**src/rtl/seven_seg_pkg.sv**
```systemverilog
// Shared segment type and segment patterns for the seven-segment scanner.
package seven_seg_pkg;

    localparam int unsigned SEG_W = 7;
    localparam int unsigned BCD_W = 4;

    // Segment bus ordering is {g,f,e,d,c,b,a}, active-high.
    typedef logic [SEG_W-1:0] seg_t;

    localparam seg_t SEG_BLANK = 7'b000_0000;
    localparam seg_t SEG_DASH  = 7'b100_0000;

    localparam seg_t SEG_0 = 7'b011_1111;
    localparam seg_t SEG_1 = 7'b000_0110;
    localparam seg_t SEG_2 = 7'b101_1011;
    localparam seg_t SEG_3 = 7'b100_1111;
    localparam seg_t SEG_4 = 7'b110_0110;
    localparam seg_t SEG_5 = 7'b110_1101;
    localparam seg_t SEG_6 = 7'b111_1101;
    localparam seg_t SEG_7 = 7'b000_0111;
    localparam seg_t SEG_8 = 7'b111_1111;
    localparam seg_t SEG_9 = 7'b110_1111;

endpackage

```
**src/rtl/bcd_to_seg.sv**
```systemverilog
// Combinational BCD digit to seven-segment decoder; non-BCD codes show a dash.
module bcd_to_seg
    import seven_seg_pkg::*;
(
    input  logic [BCD_W-1:0] bcd_i,
    output seg_t             seg_o
);

    // Digit lookup, dash for codes 10-15
    always_comb begin
        seg_o = SEG_DASH;
        case (bcd_i)
            4'd0:    seg_o = SEG_0;
            4'd1:    seg_o = SEG_1;
            4'd2:    seg_o = SEG_2;
            4'd3:    seg_o = SEG_3;
            4'd4:    seg_o = SEG_4;
            4'd5:    seg_o = SEG_5;
            4'd6:    seg_o = SEG_6;
            4'd7:    seg_o = SEG_7;
            4'd8:    seg_o = SEG_8;
            4'd9:    seg_o = SEG_9;
            default: seg_o = SEG_DASH;
        endcase
    end

endmodule

```
**src/rtl/seven_seg_scanner.sv**
```systemverilog
// Multiplexed seven-segment driver: latched display register, prescaled
// digit scan, leading-zero suppression and whole-display blanking.
module seven_seg_scanner
    import seven_seg_pkg::*;
#(
    parameter int unsigned NUM_DIGITS = 4,
    parameter int unsigned PRESCALE   = 1000,
    parameter bit          LZ_BLANK   = 1'b1
) (
    input  logic                        clock,
    input  logic                        reset,
    input  logic [BCD_W*NUM_DIGITS-1:0] bcd_in,
    input  logic                        load,
    input  logic                        blank_all,
    output seg_t                        segment,
    output logic [NUM_DIGITS-1:0]       digit_en
);

    localparam int unsigned CNT_W  = (PRESCALE   > 1) ? $clog2(PRESCALE)   : 1;
    localparam int unsigned IDX_W  = (NUM_DIGITS > 1) ? $clog2(NUM_DIGITS) : 1;
    localparam int unsigned DISP_W = BCD_W * NUM_DIGITS;

    logic [CNT_W-1:0]      cnt_q,  cnt_d;
    logic [IDX_W-1:0]      idx_q,  idx_d;
    logic [DISP_W-1:0]     disp_q, disp_d;
    seg_t                  seg_q,  seg_d;
    logic [NUM_DIGITS-1:0] en_q,   en_d;

    logic [BCD_W-1:0]      cur_bcd;
    seg_t                  cur_seg;
    logic [NUM_DIGITS-1:0] lz_mask;
    logic                  zero_above;

    // Select the currently scanned digit from the display register
    always_comb begin
        cur_bcd = disp_q[32'(idx_q) * BCD_W +: BCD_W];
    end

    bcd_to_seg u_dec (
        .bcd_i (cur_bcd),
        .seg_o (cur_seg)
    );

    // Mark digits that are zero along with every higher digit; digit 0 stays lit
    always_comb begin
        lz_mask    = '0;
        zero_above = 1'b1;
        for (int i = int'(NUM_DIGITS) - 1; i >= 1; i--) begin
            zero_above = zero_above & (disp_q[i*BCD_W +: BCD_W] == 4'd0);
            lz_mask[i] = zero_above;
        end
    end

    // Next-state: prescale/scan counters, display latch, registered outputs
    always_comb begin
        cnt_d  = cnt_q;
        idx_d  = idx_q;
        disp_d = disp_q;
        seg_d  = cur_seg;
        en_d   = NUM_DIGITS'(1) << idx_q;

        if (cnt_q == CNT_W'(PRESCALE - 1)) begin
            cnt_d = '0;
            if (idx_q == IDX_W'(NUM_DIGITS - 1)) begin
                idx_d = '0;
            end else begin
                idx_d = idx_q + IDX_W'(1);
            end
        end else begin
            cnt_d = cnt_q + CNT_W'(1);
        end

        if (load) begin
            disp_d = bcd_in;
        end

        if (blank_all) begin
            seg_d = SEG_BLANK;
        end else if (LZ_BLANK && lz_mask[idx_q]) begin
            seg_d = SEG_BLANK;
        end
    end

    // State register with synchronous reset taking priority over all inputs
    always_ff @(posedge clock) begin
        if (reset) begin
            cnt_q  <= '0;
            idx_q  <= '0;
            disp_q <= '0;
            seg_q  <= SEG_BLANK;
            en_q   <= '0;
        end else begin
            cnt_q  <= cnt_d;
            idx_q  <= idx_d;
            disp_q <= disp_d;
            seg_q  <= seg_d;
            en_q   <= en_d;
        end
    end

    assign segment  = seg_q;
    assign digit_en = en_q;

endmodule
```
**config.mk**
```make
export PLATFORM = sky130hd
export DESIGN_NAME = seven_seg_scanner
export DESIGN_NICKNAME = d
export VERILOG_FILES = /design/src/rtl/seven_seg_pkg.sv /design/src/rtl/bcd_to_seg.sv /design/src/rtl/seven_seg_scanner.sv
export SDC_FILE = /design/constraint.sdc
export NUM_CORES = 1
export LEC_CHECK = 0
export BUFFER_PORTS_ARGS = -buffer_cell sky130_fd_sc_hd__buf_2
export CORE_ASPECT_RATIO = 0.7
export CORE_MARGIN = 3
export CORE_UTILIZATION = 49
export DETAILED_ROUTE_END_ITERATION = 16
export PLACE_DENSITY = 0.84
export SLEW_MARGIN = 40
export SYNTH_ARGS = -nofsm -noshare
export SYNTH_HDL_FRONTEND = slang
export SYNTH_SLANG_ARGS = --single-unit
```
**constraint.sdc**
```tcl
create_clock -name clock -period 1.75 [get_ports clock]
set_input_delay 0 -clock clock [delete_from_list [all_inputs] [get_ports clock]]
set_output_delay 0 -clock clock [all_outputs]
set_load 0.01 [all_outputs]
```
Yosys cells after proc, flatten, opt, wreduce, memory -nomap -nowiden
Memories as Yosys holds them, arrays and structs flattened. A register that Yosys moved wholly into a read port is not among the register bits.
Cells that the tools add are included.
- flip-flop bits (word level): 32
- input port bits: 20
- memory bits (read-only): 112
- memories kept: 1
- word-level logic and storage cells: 22
- shift operators: 2
- equal/unequal tests: 2
- reduce and logical (&&, ||, !) cells: 5
- mux-type cells: 3
- add/subtract/negate cells: 2
- bitwise gates (word level): 2
- order comparisons: 1
- memory list (name ; words ; width ; rd ports ; clocked after memory_dff ; wr ports ; RTL line ; RTL):
    (no name shown) ; 16 ; 7 ; 1 ; 1 ; 0 ; bcd_to_seg.sv:12 ; case (bcd_i)
- operators with widths (cell ; number):
    $shiftx 16x5->4 ; 1
    $logic_not 4->1 ; 3
    $add 10x1->10 const B ; 1
    $eq 10x10->1 const B ; 1
    $shl 1x2->4 const A ; 1
    $lt 2x3->1 const B ; 1
    $reduce_or 3->1 ; 1
    $add 2x1->2 const B ; 1
    $and 1x1->1 ; 2
    $bmux 1 s2 ; 1
    $eq 2x2->1 const B ; 1
    $mux 2 ; 1
    $reduce_or 2->1 ; 1
    $mux 1 ; 1

Logic depth before layout (Yosys ltp)
Gate-level depths: netlist (run 1).
- word-level depth: 6
- depth in mapped cells: 8

Cells and area by module
A second synthesis (run 1) with hierarchy kept.
- cell total of the unflattened synthesis: 182
- area, all modules: 1835.5 um^2
- modules (own cells, without submodules) (module ; times used ; area each (um^2) ; cells each):
    seven_seg_scanner ; 1 ; 1587.8 ; 152
    bcd_to_seg ; 1 ; 247.7 ; 30

Worst setup path after synthesis (run 1)
Ideal clock, no wire load.
- path kind: flip-flop to flip-flop
- start point: reg idx_q[0]
- end point: reg seg_q[4] (netlist: segment[4])
- stages on the path, launching flop included: 9
- path buffers: 1
- data arrival time: 1.840 ns
- clock period less this slack: 1.926 ns
- slack: -0.176 ns
- cells stage by stage: dfxtp_1 > buf_6 > mux4_1 > inv_1 > ha_1 > inv_1 > a21oi_1 > o21ai_0 > a211oi_1
- longest elaborated chain between the ends: 3
- elaborated cells between the ends (all ways): 4
- RTL lines (what ; RTL line ; RTL):
    from (decl) ; seven_seg_scanner.sv:24 ; logic [IDX_W-1:0] idx_q, idx_d;
    from (signal assigned) ; seven_seg_scanner.sv:94 ; idx_q <= idx_d;
    branches (longest 3 deep; another with $shiftx 16x5->4) ; n/a ;
    to (decl) ; seven_seg_scanner.sv:26 ; seg_t seg_q, seg_d;
Parallel ways; which one is timed is not known. The select of a mux whose other input is x is not followed.
A chain may end at the register's enable or synchronous reset.

Final worst setup path (run 1)
- start point: reg idx_q[0]
- end point: reg seg_q[2] (netlist: segment[2])
The elaborated chain is that of the path after synthesis.

==> impl_metrics.json, run 1 <==
{
  "clock-sinks": 39,
  "rsz0062_at_grt": "yes",
  "fin_skew_ns": 0.00774,
  "grt_pass1_vias": 1415,
  "crit_path_end_kind": "flop",
  "area_delta_synth_final_pct": 33.1,
  "core_area_um2": 3280,
  "report.final.slew_viol_count": 0,
  "critical_path_class": "reg2reg",
  "yosysTopAreaCellShare_pct": 44.9,
  "htreeDepth": 2,
  "clk_latency_ns": 0.29,
  "p_int_w": 0.00134,
  "worstPathMaxFanout": 5,
  "grt_usage_pct": 17.9,
  "cts_made_buffers": 5,
  "synth_edf_count": 0,
  "io-pin-count": 31,
  "violations": "negative setup slack",
  "yosysTopAreaCell": "dfxtp_1",
  "ys.flop_type": "dfxtp_1",
  "drc": 0,
  "worstMarginPinSlew_ns": 0.459,
  "hold_viol": 0,
  "ys_seq_elements": 39,
  "dieHeight_um": 55.8,
  "clockPowerShare_pct": 32.2,
  "final_cells": 280,
  "synthMuxAreaShare_pct": 17.1,
  "outcome": "finished with violations",
  "wl_per_cell_um": 13.1,
  "yosys.area_share.adder_pct": 5.76,
  "ys_warn_count": 0,
  "die_area_um2": 4310,
  "setup_viol_count_final": 3,
  "synth.top_cells.by_area": "dfxtp_1 (45%), mux2i_1 (10%), nor2_1 (6.3%)",
  "crit_arrival_ns": 2.02,
  "overflow": 0,
  "p_sw_w": 0.000426,
  "drive_above_1_share_pct": 30.5,
  "postSynth.asyncResetShare_pct": 0,
  "dp_hpwl_um": 2390,
  "clk_pin_slew_worst_paths_ns": 0.07,
  "syn_inst": 175,
  "combPwrFrac_pct": 14.0,
  "first_iter_violations": 69,
  "final_nets": 260,
  "diodes": 0,
  "dp.cells": 252,
  "p_leak_nw": 1.02,
  "period_share_pct": 103,
  "max-vdd-ir-drop_mv": 0.493,
  "finalSetupTns_ns": -0.0659,
  "gp_congestion": 0.806,
  "row_count": 17,
  "drv_cap": 0,
  "tritoncts": "built",
  "grt_pass1_wl_um": 6180,
  "cp-start-kind": "flop",
  "synth_top_family_by_area": "simple AND/OR/NAND/NOR gates",
  "syn_area_per_cell_um2": 9.94,
  "totalWireLength_um": 3660,
  "drtAntennaViolNets": 0,
  "relSlewSlack_pct": 69.4,
  "synth-simple-area-share_pct": 19.4,
  "antenna_found_initial": 0,
  "syn_nets": 203,
  "synthDistinctLibCells": 33,
  "syn_area_um2": 1740,
  "hp-class": "in2reg",
  "start_util_pct": 53.1,
  "routed_via_density": 4.89,
  "p_sw_share_pct": 24.1,
  "ys_seq_area_share_pct": 44.9,
  "die_x_um": 77.2,
  "vias": 1370,
  "r2r_setup_slack_ns": -0.05,
  "synth_compound_area_share_pct": 4.39,
  "clockBufferDepth": 2,
  "worstPathRequired_ns": 1.97,
  "first_pass_iters": 4,
  "synth_xor_area_share_pct": 4.03,
  "sequentialPowerShare_pct": 53.8,
  "pwr_density_cell_nw_per_um2": 763,
  "grt_max_degree": 27,
  "setup_slack_ns": -0.0480,
  "cts-root-buf": "clkbuf_8",
  "fin_crit_ns": 1.80,
  "fin_hold_ws_ns": 0.0786,
  "fmax_ghz": 0.556,
  "numPortBuffers": 30
}
[cell type report]
cell class | count | area [um2]
Clock buffer | 7 | 76.3
Clock inverter | 1 | 5.00
Fill cell | 256 | 961
Inverter | 5 | 23.8
Multi-Input combinational cell | 120 | 936
Sequential cell | 39 | 785
Tap cell | 47 | 58.8
Timing Repair Buffer | 61 | 430
[path summary, 6_finish.rpt]
| kind | cells after the start | start | end |
|---|---|---|---|
| worst min register to register | 2 | disp_q[0]$_SDFFE_PP0P_ | disp_q[0]$_SDFFE_PP0P_ |
| worst min-delay path | 3 | blank_all | segment[2]$_SDFF_PP0_ |
| worst max register to register | 5 | idx_q[0]$_SDFFE_PP0N_ | segment[2]$_SDFF_PP0_ |
| worst max-delay path | 5 | idx_q[0]$_SDFFE_PP0N_ | segment[2]$_SDFF_PP0_ |
[synth_stat cells (all sizes together) (2+ instances only)]
| cell | instances |
|---|---|
| dfxtp | 39 |
| nor2 | 29 |
| mux2i | 18 |
| nor3 | 10 |
| ha | 8 |
| clkbuf | 7 |
| nand2 | 7 |
| o21ai | 6 |
| inv | 5 |
| xnor2 | 5 |
| a21oi | 4 |
| buf | 4 |
| mux4 | 4 |
| nand2b | 3 |
| nand3 | 3 |
| xor2 | 3 |
| and2 | 2 |
| nand4 | 2 |
| nor2b | 2 |
| nor3b | 2 |
| nor4 | 2 |
| or2 | 2 |
| or4 | 2 |
[power groups by stage]
stage / Clock [W] / Combinational, W / Sequential [W]
floorplan: 0 / 0.000127 / 0.000969
CTS: 0.000586 / 0.000231 / 0.000948
detailed placement: 0 / 0.000190 / 0.000970
global route: 0.000626 / 0.000278 / 0.000953
global placement: 0 / 0.000185 / 0.000969
finish: 0.000569 / 0.000248 / 0.000949
[routing by layer]
layer	track usage [%]	share of wire, %	routed length (um)
met5	0	0	0
met4	6.09	1.4	52
met3	6.31	4.7	172
met1	22.9	48	1740
met2	28.0	46	1690
[metrics by stage]
step	utilization, %	setup slack (ns)	instance area (um2)	total power [W]
after global placement	60.5	0.0187	1980	0.00115
final	70.7	-0.0480	2310	0.00177
after detailed placement	60.5	-0.0374	1980	0.00116
after global routing	70.7	-0.112	2310	0.00186
after floorplan	-	-0.0143	1750	0.00110
after CTS	69.6	-0.00969	2280	0.00177
[flip-flops by register name (all words and copies together), names as in the netlist]
register and count:
cnt_q 10, digit_en 4, disp_q 16, idx_q 2, segment 7
[logic make-up after synthesis]
logic type	count (synthesis)
multiplexers	23
flip-flops	39
XOR/XNOR	8
AO/OA/AOI/OAI	13
buffers and inverters	16
adder cells (fa/ha/maj)	8
AND/OR/NAND/NOR	68
[worst max-delay path: stages, from the launching register on]
cell	delay, ns
dfxtp_4	0.39
mux4_2	0.59
buf_6	0.16
or2_4	0.24
mux2_4	0.26
nor3_2	0.09
[timing repair]
action / 4_1_cts / 5_1_grt
pin swaps: 2 / 4
buffers inserted: 2 / 2
hold buffers: 16 / 0
hold endpoints to repair: 16 / 0
endpoints found under the setup margin: 6 / 8
resized for setup: 9 / 12
[placed cells by master (no fill, tap or decap), types with 3 or more instances in the layout]
cell type      Yosys  final
a21oi_1            4      3
buf_2              2     30
buf_4              0     13
clkbuf_8           0      5
dfxtp_1           39     38
dlygate4sd3_1      0     16
ha_1               8      4
ha_4               0      3
mux2i_1           18     17
mux4_2             1      3
nand2_1            7      7
nand2b_1           3      3
nand3_1            3      3
nor2_1            29     29
nor3_1             8      8
o21ai_1            0      4
xnor2_1            5      5
xor2_1             3      3
Note: power is estimated with default switching activity, not from simulation.
==> run 2, diff against run 1 <==
CORE_MARGIN = unset   (was 3)
RECOVER_POWER = 25   (was unset)
==> run 2 against run 1 <==
The run still ends with negative setup slack left; hold slack lost 0.023 ns; final cell count decreased by 1.1%; maximum frequency up 1.3%; non-clock buffer count down 2; die area down 12%; sequential power barely moved; final area shrank 0.38%; core utilization increased by 0.19 points; clock skew increased by 0.0029 ns; clock power rose by 7.0%; count of clock-buffer cells in the layout decreased by 1; first-iteration DRC count rose by 25%; critical endpoint is now segment[4]$_SDFF_PP0_.
==> impl_metrics.json, run 2 (synthesis gave the netlist of run 1 again) <==
{
  "total_power_w": 0.00180,
  "clock-sinks": 39,
  "worstPathRequired_ns": 1.95,
  "core_area_um2": 3250,
  "worstMarginPinSlew_ns": 0.470,
  "hp-class": "in2reg",
  "clk_pin_slew_worst_paths_ns": 0.08,
  "hold_viol": 0,
  "vias": 1407,
  "slowest_stage": "mux4_2",
  "fin_crit_ns": 1.77,
  "final_common_cell": "dfxtp_1",
  "pwr_density_cell_nw_per_um2": 781,
  "critical_path_class": "reg2reg",
  "clk_latency_ns": 0.29,
  "largest_register_ffs": 16,
  "dieHeight_um": 51.8,
  "io-pin-count": 31,
  "fin_hold_ws_ns": 0.0558,
  "relSlewSlack_pct": 68.7,
  "fin_skew_ns": 0.0107,
  "row_count": 17,
  "tritoncts": "built",
  "grt_max_degree": 27,
  "wl_per_cell_um": 13.3,
  "totalWireLength_um": 3690,
  "violations": "negative setup slack",
  "drtAntennaViolNets": 0,
  "final_cells": 277,
  "area_delta_synth_final_pct": 32.6,
  "first_iter_violations": 86,
  "crit_buf_inv": 2,
  "p_leak_nw": 1.01,
  "cp_top_family": "multiplexers",
  "placed_area_um2": 1980,
  "drc": 0,
  "cts_made_buffers": 5,
  "cp-start-kind": "flop",
  "grt_usage_pct": 20.7,
  "overflow": 0,
  "outcome": "finished with violations",
  "die_x_um": 73.2,
  "report.final.slew_viol_count": 0,
  "start_util_pct": 53.4,
  "crit_arrival_ns": 1.98,
  "antenna_found_initial": 0,
  "numPortBuffers": 30,
  "setup_slack_ns": -0.0242,
  "htreeDepth": 2,
  "final_nets": 258,
  "grt_pass1_wl_um": 5730,
  "max-vdd-ir-drop_mv": 0.514,
  "gp_congestion": 0.794,
  "path_cells": "mux4_2 -> inv_4 -> ha_4 -> inv_1 -> a21oi_1 -> o21ai_1 -> a211oi_1",
  "setup_viol_count_final": 1,
  "die_area_um2": 3800,
  "pre_cts_ws_ns": -0.0339,
  "drv_cap": 0,
  "dp.cells": 252,
  "fmax_ghz": 0.564,
  "dp_hpwl_um": 2340,
  "clockBufferDepth": 2,
  "top_register": "disp_q",
  "drive_above_1_share_pct": 30.0,
  "stdcell_area_um2": 2310,
  "cts-root-buf": "clkbuf_8",
  "first_pass_iters": 4,
  "diodes": 0,
  "routed_via_density": 5.08,
  "max_stage_delay_ns": 0.59,
  "rsz0062_at_grt": "yes",
  "crit_path_end_kind": "flop",
  "layout_common_cells": "dfxtp_1 (38), nor2_1 (29), buf_2 (29)",
  "period_share_pct": 101,
  "worstPathMaxFanout": 5,
  "grt_pass1_vias": 1280
}
==> run 2: cell types whose count changed in the layout (fill, tap and decap cells not counted), sizes merged <==
cell and delta:
buf -3
==> run 2: where the power goes <==
part,leakage (nW),switching [W],internal [W]
Combinational,0.642,0.000113,0.000129
Clock,0.0470,0.000300,0.000309
Sequential,0.321,0.0000241,0.000925
Total,1.01,0.000437,0.00136
==> run 2: stage by stage <==
stage	util [%]	setup TNS [ns]
2_1_floorplan	-	-0.0402
3_3_place_gp	60.9	-0.00229
3_5_place_dp	60.9	-0.0449
4_1_cts	68.8	0
5_1_grt	70.9	-0.270
6_report	70.9	-0.0242
==> run 2: what timing repair did <==
item,4_1_cts,5_1_grt
hold endpoints to repair,16,0
endpoints found under the setup margin,5,7
hold buffers,16,0
gates resized for setup,1,20
pin swaps,0,5
buffers inserted,1,1
==> run 2: cell type report <==
type | instances | area (um2)
fill | 235 | 948
multi-input combinational | 120 | 937
sequential | 39 | 785
timing repair buffer | 59 | 414
clock buffer | 6 | 82.6
tap | 47 | 58.8
inverter | 5 | 23.8
clock inverter | 1 | 5.00
==> run 2: path summary, 6_finish.rpt <==
path,start,end,slack (ns),depth (start not counted)
max,idx_q[0]$_SDFFE_PP0N_,segment[4]$_SDFF_PP0_,-0.02,7
min,blank_all,segment[5]$_SDFF_PP0_,0.06,3
max reg2reg,idx_q[0]$_SDFFE_PP0N_,segment[4]$_SDFF_PP0_,-0.02,7
min reg2reg,disp_q[3]$_SDFFE_PP0P_,disp_q[3]$_SDFFE_PP0P_,0.51,2
==> run 2: per-layer routing <==
metal  GRT usage [%]  part of all wire [%]  wire [um]  vias up
li1                -                     -          -      704
met1            26.7                    47       1730      649
met2            32.1                    46       1690       47
met3            6.20                   5.8        214        7
met4            8.82                   1.4         53        0
met5               0                     0          0        -
==> run 2: worst min-delay path: stages <==
cell    delay [ns]
buf_2         0.07
or2_2         0.18
nor3_2        0.06
==> run 3, diff against run 2 <==
CORE_UTILIZATION = 58   (was 49)
GPL_TIMING_DRIVEN = 0   (was unset)
MAX_ROUTING_LAYER = met4   (was unset)
PLACE_DENSITY = 0.92   (was 0.84)
clock period = 2.24 ns   (was 1.75 ns; I/O delays follow)
==> run 3 against run 2 <==
The run now ends clean; register-to-register slack improved by 0.25 ns; sequential share of layout area rose by 2.3 points; clock power fell by 29%; die area fell by 15%; non-clock buffer count fell by 4; final cell count fell by 5.8%; sequential power fell by 22%; critical path type unchanged.
==> impl_metrics.json, run 3 (synthesis gave the netlist of run 1 again) <==
{
  "crit_path_end_kind": "flop",
  "path_cells": "buf_6 -> mux4_1 -> inv_2 -> ha_1 -> inv_1 -> a21oi_1 -> o21ai_0 -> a211oi_1",
  "routed_via_density": 5.16,
  "use_met3_pct": 10.5,
  "fin_crit_ns": 2.01,
  "tritoncts": "built",
  "clock-sinks": 39,
  "row_count": 16,
  "final_cells": 261,
  "grt_max_degree": 11,
  "top_register": "disp_q",
  "rsz0062_at_grt": "no",
  "max_stage_delay_ns": 0.62,
  "pre_cts_ws_ns": 0.119,
  "final_nets": 254,
  "crit_arrival_ns": 2.22,
  "drv_cap": 0,
  "gp_congestion": 0.774,
  "first_iter_violations": 121,
  "setup_slack_ns": 0.227,
  "pwr_density_cell_nw_per_um2": 624,
  "grt_pass1_wl_um": 5150,
  "cts_setup_buffers": 0,
  "drc": 0,
  "wl_per_cell_um": 13.0,
  "numPortBuffers": 28,
  "grt_most_used_layer": "met2",
  "hp-class": "in2reg",
  "largest_register_ffs": 16,
  "dieHeight_um": 47.8,
  "clk_latency_ns": 0.29,
  "gr-usage-met1_pct": 28.3,
  "combPwrFrac_pct": 12.4,
  "cp-start-kind": "flop",
  "outcome": "complete, no violations",
  "p_sw_share_pct": 24.1,
  "use_met2_pct": 35.8,
  "die_x_um": 67.5,
  "antenna_found_initial": 0,
  "first_pass_iters": 4,
  "htreeDepth": 2,
  "cp_top_family": "multiplexers",
  "fin_skew_ns": 0.00387,
  "p_sw_w": 0.000323,
  "clockPowerShare_pct": 32.3,
  "clockBufferDepth": 2,
  "relSlewSlack_pct": 54.8,
  "diodes": 0,
  "p_int_w": 0.00102,
  "grt_pass1_vias": 1189,
  "io-pin-count": 31,
  "worstPathMaxFanout": 10,
  "start_util_pct": 61.6,
  "crit_buf_inv": 3,
  "final_common_cell": "dfxtp_1",
  "critical_path_class": "reg2reg",
  "worstMarginPinSlew_ns": 0.678,
  "fmax_ghz": 0.497,
  "cts-root-buf": "clkbuf_8",
  "report.final.slew_viol_count": 0,
  "slowest_stage": "mux4_1",
  "overflow": 0,
  "die_area_um2": 3230,
  "drive_above_1_share_pct": 17.3,
  "hold_viol": 0,
  "drtAntennaViolNets": 0,
  "vias": 1346,
  "max-vdd-ir-drop_mv": 0.394,
  "finalSetupTns_ns": 0,
  "period_share_pct": 89.9,
  "grt_usage_pct": 23.6,
  "layout_common_cells": "dfxtp_1 (38), nor2_1 (29), buf_2 (24)",
  "worstPathRequired_ns": 2.45,
  "totalWireLength_um": 3380,
  "clk_pin_slew_worst_paths_ns": 0.07,
  "dp_hpwl_um": 2330,
  "setup_viol_count_final": 0,
  "core_area_um2": 2820,
  "dp.cells": 239,
  "p_leak_nw": 0.933,
  "area_delta_synth_final_pct": 23.7,
  "cts_made_buffers": 5,
  "sequentialPowerShare_pct": 55.3
}
-- run 3: cell types whose count changed in the layout (fill, tap and decap cells not counted), sizes merged --
cell,delta
buf,-16
clkbuf,+12
clkinv,-1
-- run 3: final cells by class --
type,instances,area (um2)
multi-input cells,120,881
flip-flops and latches,39,782
fillers,203,672
repair buffers,44,293
clock buffers,6,72.6
plain buffers,11,58.8
well taps,36,45.0
inverters,5,18.8
-- run 3: stage by stage --
step | hold WS [ns] | instance area (um2) | utilization [%] | total power, W
2_1_floorplan | 0.147 | 1740 | - | 0.000854
3_3_place_gp | 0.232 | 1920 | 68.2 | 0.000894
3_5_place_dp | 0.241 | 1920 | 68.2 | 0.000901
4_1_cts | 0.0855 | 2160 | 76.4 | 0.00134
5_1_grt | 0.128 | 2150 | 76.2 | 0.00140
6_report | 0.0882 | 2150 | 76.2 | 0.00134
-- run 3: repair_timing --
action	4_1_cts	5_1_grt
gates resized for setup	0	2
hold buffers	16	0
endpoints found under the hold margin	16	0
setup endpoints to repair	0	2
-- run 3: metal layers --
metal	vias to the layer above	share of wire [%]
li1	699	-
met1	600	48
met2	39	46
met3	8	4.6
met4	0	0.98
met5	-	0
-- run 3: power by group through the flow --
| stage | sequential, W | clock [W] | combinational, W |
|---|---|---|---|
| floorplan | 0.000757 | 0 | 0.0000970 |
| global placement | 0.000756 | 0 | 0.000138 |
| detailed placement | 0.000758 | 0 | 0.000143 |
| CTS | 0.000742 | 0.000430 | 0.000166 |
| global route | 0.000746 | 0.000473 | 0.000185 |
| finish | 0.000742 | 0.000434 | 0.000166 |
-- run 3: final timing paths --
| check | startpoint | to | slack, ns | cells after the start |
|---|---|---|---|---|
| max | idx_q[0]$_SDFFE_PP0N_ | segment[4]$_SDFF_PP0_ | 0.23 | 8 |
| min | reset | digit_en[0]$_SDFF_PP0_ | 0.09 | 2 |
| max reg2reg | idx_q[0]$_SDFFE_PP0N_ | segment[4]$_SDFF_PP0_ | 0.23 | 8 |
| min reg2reg | cnt_q[0]$_SDFF_PP0_ | cnt_q[0]$_SDFF_PP0_ | 0.45 | 1 |
